<file path="config.mk">
export PLATFORM = sky130hd
export DESIGN_NAME = conv_stream_ctrl
export DESIGN_NICKNAME = d
export VERILOG_FILES = /design/src/rtl/conv_pkg.sv /design/src/rtl/conv_addr_gen.sv /design/src/rtl/conv_stream_ctrl.sv
export SDC_FILE = /design/constraint.sdc
export NUM_CORES = 1
export LEC_CHECK = 0
export ABC_AREA = 0
export ABC_CLOCK_PERIOD_IN_PS = 2500
export CORE_AREA = 4 4 145 147
export CTS_CLUSTER_SIZE = 30
export DETAILED_ROUTE_END_ITERATION = 7
export DIE_AREA = 0 0 149 151
export PLACE_DENSITY = 0.84
export SLEW_MARGIN = 10
export SYNTH_ARGS = -nofsm -noshare
export SYNTH_HDL_FRONTEND = slang
export SYNTH_SLANG_ARGS = --single-unit
</file>
<file path="constraint.sdc">
create_clock -name clk -period 2.5 [get_ports clk]
set_input_delay 0.5 -clock clk [delete_from_list [all_inputs] [get_ports clk]]
set_output_delay 0.5 -clock clk [all_outputs]
set_load 0.005 [all_outputs]
</file>
<file path="src/rtl/conv_pkg.sv">
// Shared types and helpers for the convolver stream controller.
package conv_pkg;

    typedef enum logic [2:0] {
        IDLE,
        CLR,
        STREAM,
        DRAIN,
        DONE
    } state_t;

    // Number of output pixels produced by a k x k kernel over an n x n map at stride s.
    function automatic int out_count(input int n, input int k, input int s);
        return ((n - k) / s + 1) * ((n - k) / s + 1);
    endfunction

endpackage

</file>
<file path="src/rtl/conv_addr_gen.sv">
// Activation read counter and output write counter with terminal flags.
module conv_addr_gen #(
    parameter int AW      = 8,
    parameter int RD_LAST = 15,
    parameter int WR_MAX  = 4
) (
    input  logic          clk,
    input  logic          global_rst,
    input  logic          clr,
    input  logic          rd_inc,
    input  logic          wr_inc,
    output logic [AW-1:0] rd_cnt,
    output logic [AW-1:0] wr_cnt,
    output logic          rd_last,
    output logic          wr_full
);

    assign rd_last = (rd_cnt == AW'(RD_LAST));
    assign wr_full = (wr_cnt == AW'(WR_MAX));

    // Both counters saturate at their terminal value instead of wrapping.
    always_ff @(posedge clk) begin
        if (global_rst || clr) begin
            rd_cnt <= '0;
            wr_cnt <= '0;
        end else begin
            if (rd_inc && !rd_last) rd_cnt <= rd_cnt + 1'b1;
            if (wr_inc && !wr_full) wr_cnt <= wr_cnt + 1'b1;
        end
    end

endmodule

</file>
<file path="src/rtl/conv_stream_ctrl.sv">
// Sequencer for one convolver pass: clear, stream n*n activations, drain, collect results.
// Optional build macro RELU_OUT_EN clamps negative results to zero before they are written.
module conv_stream_ctrl
    import conv_pkg::*;
#(
    parameter int N         = 16,
    parameter int Q         = 12,
    parameter int n         = 4,
    parameter int k         = 3,
    parameter int s         = 1,
    parameter int AW        = 8,
    parameter int DRAIN_MAX = 64
) (
    input  logic             clk,
    input  logic             global_rst,
    input  logic             start,
    input  logic             hold,
    input  logic [k*k*N-1:0] weight_in,
    output logic             busy,
    output logic             done,
    output logic             err,
    output logic             act_rd_en,
    output logic [AW-1:0]    act_rd_addr,
    input  logic [N-1:0]     act_rd_data,
    output logic             conv_rst,
    output logic             conv_ce,
    output logic [N-1:0]     conv_activation,
    output logic [k*k*N-1:0] conv_weight,
    input  logic [N-1:0]     conv_op,
    input  logic             valid_conv,
    input  logic             end_conv,
    output logic             out_wr_en,
    output logic [AW-1:0]    out_wr_addr,
    output logic [N-1:0]     out_wr_data
);

    localparam int OUT_CNT = out_count(n, k, s);
    localparam int RD_LAST = n * n - 1;
    localparam int WDW     = $clog2(DRAIN_MAX + 1);
    localparam int q_frac_unused = Q;

    state_t          state;
    logic [AW-1:0]   rd_cnt;
    logic [AW-1:0]   wr_cnt;
    logic            rd_last;
    logic            wr_full;
    logic            cnt_clr;
    logic            wr_take;
    logic            rd_phase;
    logic            wd_hit;
    logic            drain_exit;
    logic            ce_next;
    logic [WDW-1:0]  wd_cnt;
    logic [N-1:0]    wr_data_next;
    logic            end_conv_unused;

    assign end_conv_unused = end_conv;

    assign act_rd_en       = (state == STREAM) && !hold;
    assign act_rd_addr     = rd_cnt;
    assign conv_activation = rd_phase ? act_rd_data : '0;
    assign cnt_clr         = (state == IDLE) && start;
    assign wr_take         = valid_conv && conv_ce && !wr_full;
    assign wd_hit          = !valid_conv && (wd_cnt == WDW'(DRAIN_MAX - 1));
    assign drain_exit      = wr_full || wd_hit;
    assign ce_next         = act_rd_en || ((state == DRAIN) && !hold && !drain_exit);

`ifdef RELU_OUT_EN
    assign wr_data_next = conv_op[N-1] ? '0 : conv_op;
`else
    assign wr_data_next = conv_op;
`endif

    conv_addr_gen #(
        .AW     (AW),
        .RD_LAST(RD_LAST),
        .WR_MAX (OUT_CNT)
    ) u_addr_gen (
        .clk       (clk),
        .global_rst(global_rst),
        .clr       (cnt_clr),
        .rd_inc    (act_rd_en),
        .wr_inc    (wr_take),
        .rd_cnt    (rd_cnt),
        .wr_cnt    (wr_cnt),
        .rd_last   (rd_last),
        .wr_full   (wr_full)
    );

    // conv_ce trails the read strobe by one cycle so it lines up with RAM data.
    always_ff @(posedge clk) begin
        if (global_rst) begin
            state       <= IDLE;
            busy        <= 1'b0;
            done        <= 1'b0;
            err         <= 1'b0;
            conv_rst    <= 1'b1;
            conv_ce     <= 1'b0;
            rd_phase    <= 1'b0;
            conv_weight <= '0;
            wd_cnt      <= '0;
            out_wr_en   <= 1'b0;
            out_wr_addr <= '0;
            out_wr_data <= '0;
        end else begin
            conv_ce   <= ce_next;
            rd_phase  <= act_rd_en;
            out_wr_en <= wr_take;
            done      <= 1'b0;
            conv_rst  <= 1'b0;
            if (wr_take) begin
                out_wr_addr <= wr_cnt;
                out_wr_data <= wr_data_next;
            end
            if (valid_conv && conv_ce && wr_full) err <= 1'b1;

            case (state)
                IDLE: begin
                    if (start) begin
                        state       <= CLR;
                        conv_weight <= weight_in;
                        err         <= 1'b0;
                        wd_cnt      <= '0;
                        busy        <= 1'b1;
                        conv_rst    <= 1'b1;
                    end
                end
                CLR: state <= STREAM;
                STREAM: begin
                    if (act_rd_en && rd_last) state <= DRAIN;
                end
                DRAIN: begin
                    wd_cnt <= valid_conv ? '0 : wd_cnt + 1'b1;
                    if (wr_full) begin
                        state <= DONE;
                        done  <= 1'b1;
                    end else if (wd_hit) begin
                        state <= DONE;
                        done  <= 1'b1;
                        err   <= 1'b1;
                    end
                end
                DONE: begin
                    state <= IDLE;
                    busy  <= 1'b0;
                end
                default: state <= IDLE;
            endcase
        end
    end

endmodule
</file>
Word level (Yosys, flattened, before mapping)
Cells that the tools add are included.
W data, S select, Z words.
{"block": "word_totals", "in_bits": 182, "reg_bits": 201, "output_inout_bits": 199, "word_cells": 75}
{"block": "op_classes", "mux": 20, "bitwise": 1, "reduce_logical": 27, "add_sub_neg": 3, "eq_ne": 10}
{"op": "$add A8 B1 Y8 const B", "count": 2}
{"op": "$mux W16", "count": 1}
{"op": "$mux W7", "count": 2}
{"op": "$pmux W7 S2", "count": 1}
{"op": "$mux W3", "count": 4}
{"op": "$pmux W3 S4", "count": 1}
{"op": "$logic_and A1 B1 Y1", "count": 11}
{"op": "$mux W1", "count": 9}
{"op": "$eq A8 B3 Y1 const B", "count": 1}
{"op": "$eq A8 B4 Y1 const B", "count": 1}
{"op": "$add A7 B1 Y7 const B", "count": 1}
{"op": "$eq A7 B6 Y1 const B", "count": 1}
{"op": "$eq A3 B2 Y1 const B", "count": 2}
{"op": "$reduce_and A2 Y1", "count": 3}
{"op": "$logic_not A1 Y1", "count": 5}
{"op": "$pmux W1 S2", "count": 2}
{"op": "$reduce_bool A2 Y1", "count": 2}
{"op": "$eq A3 B1 Y1 const B", "count": 1}
{"op": "$eq A3 B3 Y1 const B", "count": 1}
{"op": "$logic_not A3 Y1", "count": 1}
{"op": "$logic_or A1 B1 Y1", "count": 3}
{"op": "$ne A3 B2 Y1 const B", "count": 1}
{"op": "$reduce_and A3 Y1", "count": 1}
{"op": "$ne A2 B1 Y1 const B", "count": 1}
{"op": "3 further kinds", "count": 3}

Depth between registers and ports, before layout
{"block": "logic_depth", "word_depth": 6, "mapped_depth": 7, "depth_no_buf": 6}

Modules after synthesis
From an unflattened synthesis, not the netlist that was laid out.
{"block": "hier_totals", "hier_cells": 916, "hier_area_um2": 7395.8}
{"module": "conv_stream_ctrl", "area_per_inst_um2": 6607.6, "n_inst": 1, "cells_each": 824, "seq_area_each_um2": 3703.6}
{"module": "conv_addr_gen", "area_per_inst_um2": 788.3, "n_inst": 1, "cells_each": 92, "seq_area_each_um2": 320.3}

Least setup slack after synthesis
No wires, ideal clock.
{"block": "synth_timing", "path_kind": "input-to-reg", "startpoint": "input start", "endpoint": "register conv_weight[10]", "slack_ns": 0.704, "arrival_time_ns": 1.664, "setup_ns": 0.132, "cell_stages": 6, "path_cell_list": "or4b_2 > buf_2 > buf_6 > buf_2 > nand2_1 > a21oi_1"}
{"block": "synth_between", "elab_chain_len": 1}
{"item": "from (decl)", "line": "conv_stream_ctrl.sv:16", "text": "input logic start,"}
{"item": "$reduce_and A2 Y1 (no line)"}
{"item": "to (signal assigned)", "line": "conv_stream_ctrl.sv:121", "text": "conv_weight <= weight_in;"}
{"item": "to (decl)", "line": "conv_stream_ctrl.sv:28", "text": "output logic [k*k*N-1:0] conv_weight,"}
Every way passes these cells.
A chain may end at the register's enable or synchronous reset.

Worst setup path after layout
{"block": "layout_timing", "startpoint": "input hold", "endpoint": "output act_rd_en"}
{"block": "layout_between", "elab_chain_len": 2}
{"item": "from (decl)", "line": "conv_stream_ctrl.sv:17", "text": "input logic hold,"}
{"item": "$logic_not A1 Y1", "line": "conv_stream_ctrl.sv:59", "text": "assign act_rd_en = (state == STREAM) && !hold;"}
{"item": "$logic_and A1 B1 Y1", "line": "conv_stream_ctrl.sv:59"}
{"item": "to (decl)", "line": "conv_stream_ctrl.sv:22", "text": "output logic act_rd_en,"}
Every way passes these cells.

==> impl_metrics.ini <==
[status]
run_status = complete, no violations

[logic_synthesis]
synthAdderAreaFrac_pct = 0.682
synth_seq_cells = 201
synth_nets = 1105
synth_cells = 919
synth_top_family_by_area = simple AND/OR/NAND/NOR gates
synth_area_um2 = 7330
synth.area.mux_share_pct = 0.136
synth_cell_types = 42
synth_compound_area_share_pct = 15.0
synth.avg_cell_area_um2 = 7.98
synthXorXnorAreaFrac_pct = 1.07
synth_simple_gate_area_share_pct = 24.0
ys.warnings.count = 0
synth-seq-area-share_pct = 54.9

[setup_path]
crit_slowest_cell = or4b_4
critPathMaxFanout = 2
cp.arrival_ps = 1730
path_cells = clkdlybuf4s50_1 > or4b_4 > inv_1 > dlygate4sd2_1
criticalPathCategory = in2out
critPathLaunchType = input port
crit_required_ps = 2000
crit_path_max_incr_delay_ps = 490
worstSetupEndpointType = primary output

[sta]
rsz0062_at_grt = no
drv_slew = 0
fin_skew_ps = 4.88
finalCriticalPeriod_ps = 2230
relSlewSlack_pct = 51.2
hold_violations = 0
setup_tns_ps = 0
setup_violations = 0
post-route-period-util_pct = 89.4
whs_ps = 267
worstMarginPinSlew_ps = 731
max_freq_mhz = 448

[routing]
first_iter_violations = 284
route.detailed.drc = 0
routed_wl_mm = 24.3
firstDrtPassIters = 7
via_count = 7411
wl_per_cell_um = 15.6
ant_nets = 0
viasPerCell = 4.75

[clock_tree]
cts_tree = built
path_clk_slew_ps = 60
cts_buffer_depth = 3
htree_levels = 1
cts.sinks = 201
cts_made_buffers = 22
insertion_delay_ps = 490
cts-root-buf = clkbuf_16

[placed_design]
dp.cells = 1525
hpwl_mm = 17.2
port_buffers = 379
gp_congestion = 0.768
dpl_cell_area_um2 = 11400

[power]
p_leak_nw = 4.38
finalPower_mw = 7.82
vdd_drop_max_v = 0.000547
p_per_area_nw_per_um2 = 648

[floorplanning]
die_area_um2 = 22500
ioPinCount = 381
die_h_um = 151
start_util_pct = 36.8
num_rows = 52
die_w_um = 149
core_um2 = 19900

[cells_and_area]
layout.nets = 1465
final_area_um2 = 12100
syn2layout_area_growth_pct = 64.6
fin_cells = 1559
final_layout_size_suffix_gt1_share_pct = 4.50
n_antenna_cell = 0

[hold_path]
hold_path_class = in2reg

[grt]
grt_pass1_wl_mm = 36.7
grt_usage_pct = 19.8
grt_start_max_net_pins = 89
grt_overflow = 0
antenna_found_initial = 0
grt_pass1_vias = 7238

[run]
drv_cap = 0
[state kept, by name, summed over array words and instances, names as in the netlist]
signal and cells:
busy 1, conv_ce 1, conv_rst 1, conv_weight 144, done 1, err 1
out_wr_addr 8, out_wr_data 16, out_wr_en 1, rd_phase 1, state 3, u_addr_gen.rd_cnt 8
u_addr_gen.wr_cnt 8, wd_cnt 7
[path summary, 6_finish.rpt]
kind / startpoint / slack [ps] / to / depth (start not counted)
setup / recovery: hold / 270 / act_rd_en / 4
hold / removal: global_rst / 270 / wd_cnt[0] / 2
setup reg to reg: wd_cnt[0] / 570 / done / 4
hold reg to reg: conv_weight[101] / 450 / conv_weight[101] / 2
[critical path: cells and delay by family]
kind | cells | cell delay [ps]
buf+inv | 3 | 750
simple gates | 1 | 490
[cell type report]
class                   instances  area (µm²)
repair buffers                400        4000
multi-input cells             648        3010
clock inverters                 1        30.0
fillers                      1686        7840
inverters                       6        22.5
flip-flops and latches        201        4030
clock buffers                  33         643
well taps                     270         338
[layout by cell type (no fill, tap or decap), drive strengths merged, types with 2 or more instances in the layout]
cell type	synthesis	routed
and3	2	2
inv	6	6
nor4	5	5
a21oi	183	183
nor3	7	7
xor2	2	2
buf	21	22
a22oi	3	3
nor2	30	30
and2	17	17
xnor2	7	7
o21ai	6	6
or4b	3	3
nand3	8	8
a211oi	4	4
dfxtp	201	201
ha	4	4
or4	3	3
clkdlybuf4s50	0	377
a31oi	2	2
a2111oi	3	3
nand4	2	2
nand2	342	342
clkbuf	43	33
[cell families after synthesis]
family	after synthesis
AO/OA/AOI/OAI	208
flip-flops	201
XOR/XNOR	9
buffers and inverters	70
adder cells (fa/ha/maj)	4
AND/OR/NAND/NOR	426
multiplexers	1
[repair_timing]
item,CTS,global route
endpoints found under the setup margin,1,0
buffers inserted,0,0
hold buffers,0,0
gates resized for setup,3,0
[synth_stat cells]
master,instances,area (µm²)
clkbuf_1,43,161
ha_1,4,50.1
a22oi_1,3,22.5
nor2_1,30,113
and3_1,2,12.5
a2111oi_0,3,26.3
nand2b_1,1,6.26
a211oi_1,4,30.0
nor4b_1,1,8.76
and2_1,17,106
and3b_1,1,8.76
or3_1,1,6.26
nand3b_1,1,7.51
nand4_1,2,12.5
o21a_1,1,7.51
o211a_1,1,10.0
o21ai_0,6,30.0
a21oi_2,1,8.76
or4b_2,1,10.0
a21o_1,1,7.51
xnor2_1,7,61.3
mux2i_1,1,10.0
o2bb2ai_1,1,8.76
a221oi_1,1,8.76
nor4_2,2,25.0
a311oi_1,1,8.76
buf_2,18,90.1
dfxtp_1,201,4020
nand4bb_1,1,11.3
a41oi_1,1,8.76
or4_1,3,22.5
buf_6,3,33.8
nor2b_1,1,6.26
nor4_1,3,18.8
nor3_1,7,35.0
nand3_1,8,40.0
or4b_4,2,27.5
inv_1,6,22.5
nand2_1,342,1280
a31oi_1,2,12.5
xor2_1,2,17.5
a21oi_1,182,911
[where the power goes]
part,internal [mW],switching [mW]
Clock,1.85,1.23
Sequential,3.39,0.0969
Combinational,0.719,0.534
Total,5.96,1.86
[per-layer routing]
metal	wire length [µm]	part of all wire, %	GRT usage [%]	vias up
li1	-	-	-	3714
met1	8960	37	21.9	3350
met4	815	3.3	6.91	0
met5	0	0	0	-
met2	12000	49	34.7	293
met3	2580	11	7.57	54
[stage by stage]
stage / util [%] / setup slack [ps]
after detailed placement: 57.2 / -5.14
after global routing: 60.6 / 157
final: 60.6 / 266
after CTS: 60.6 / 246
after floorplan: - / 704
after global placement: 57.2 / -8.73
No activity file was read; power rests on OpenSTA's default activity.
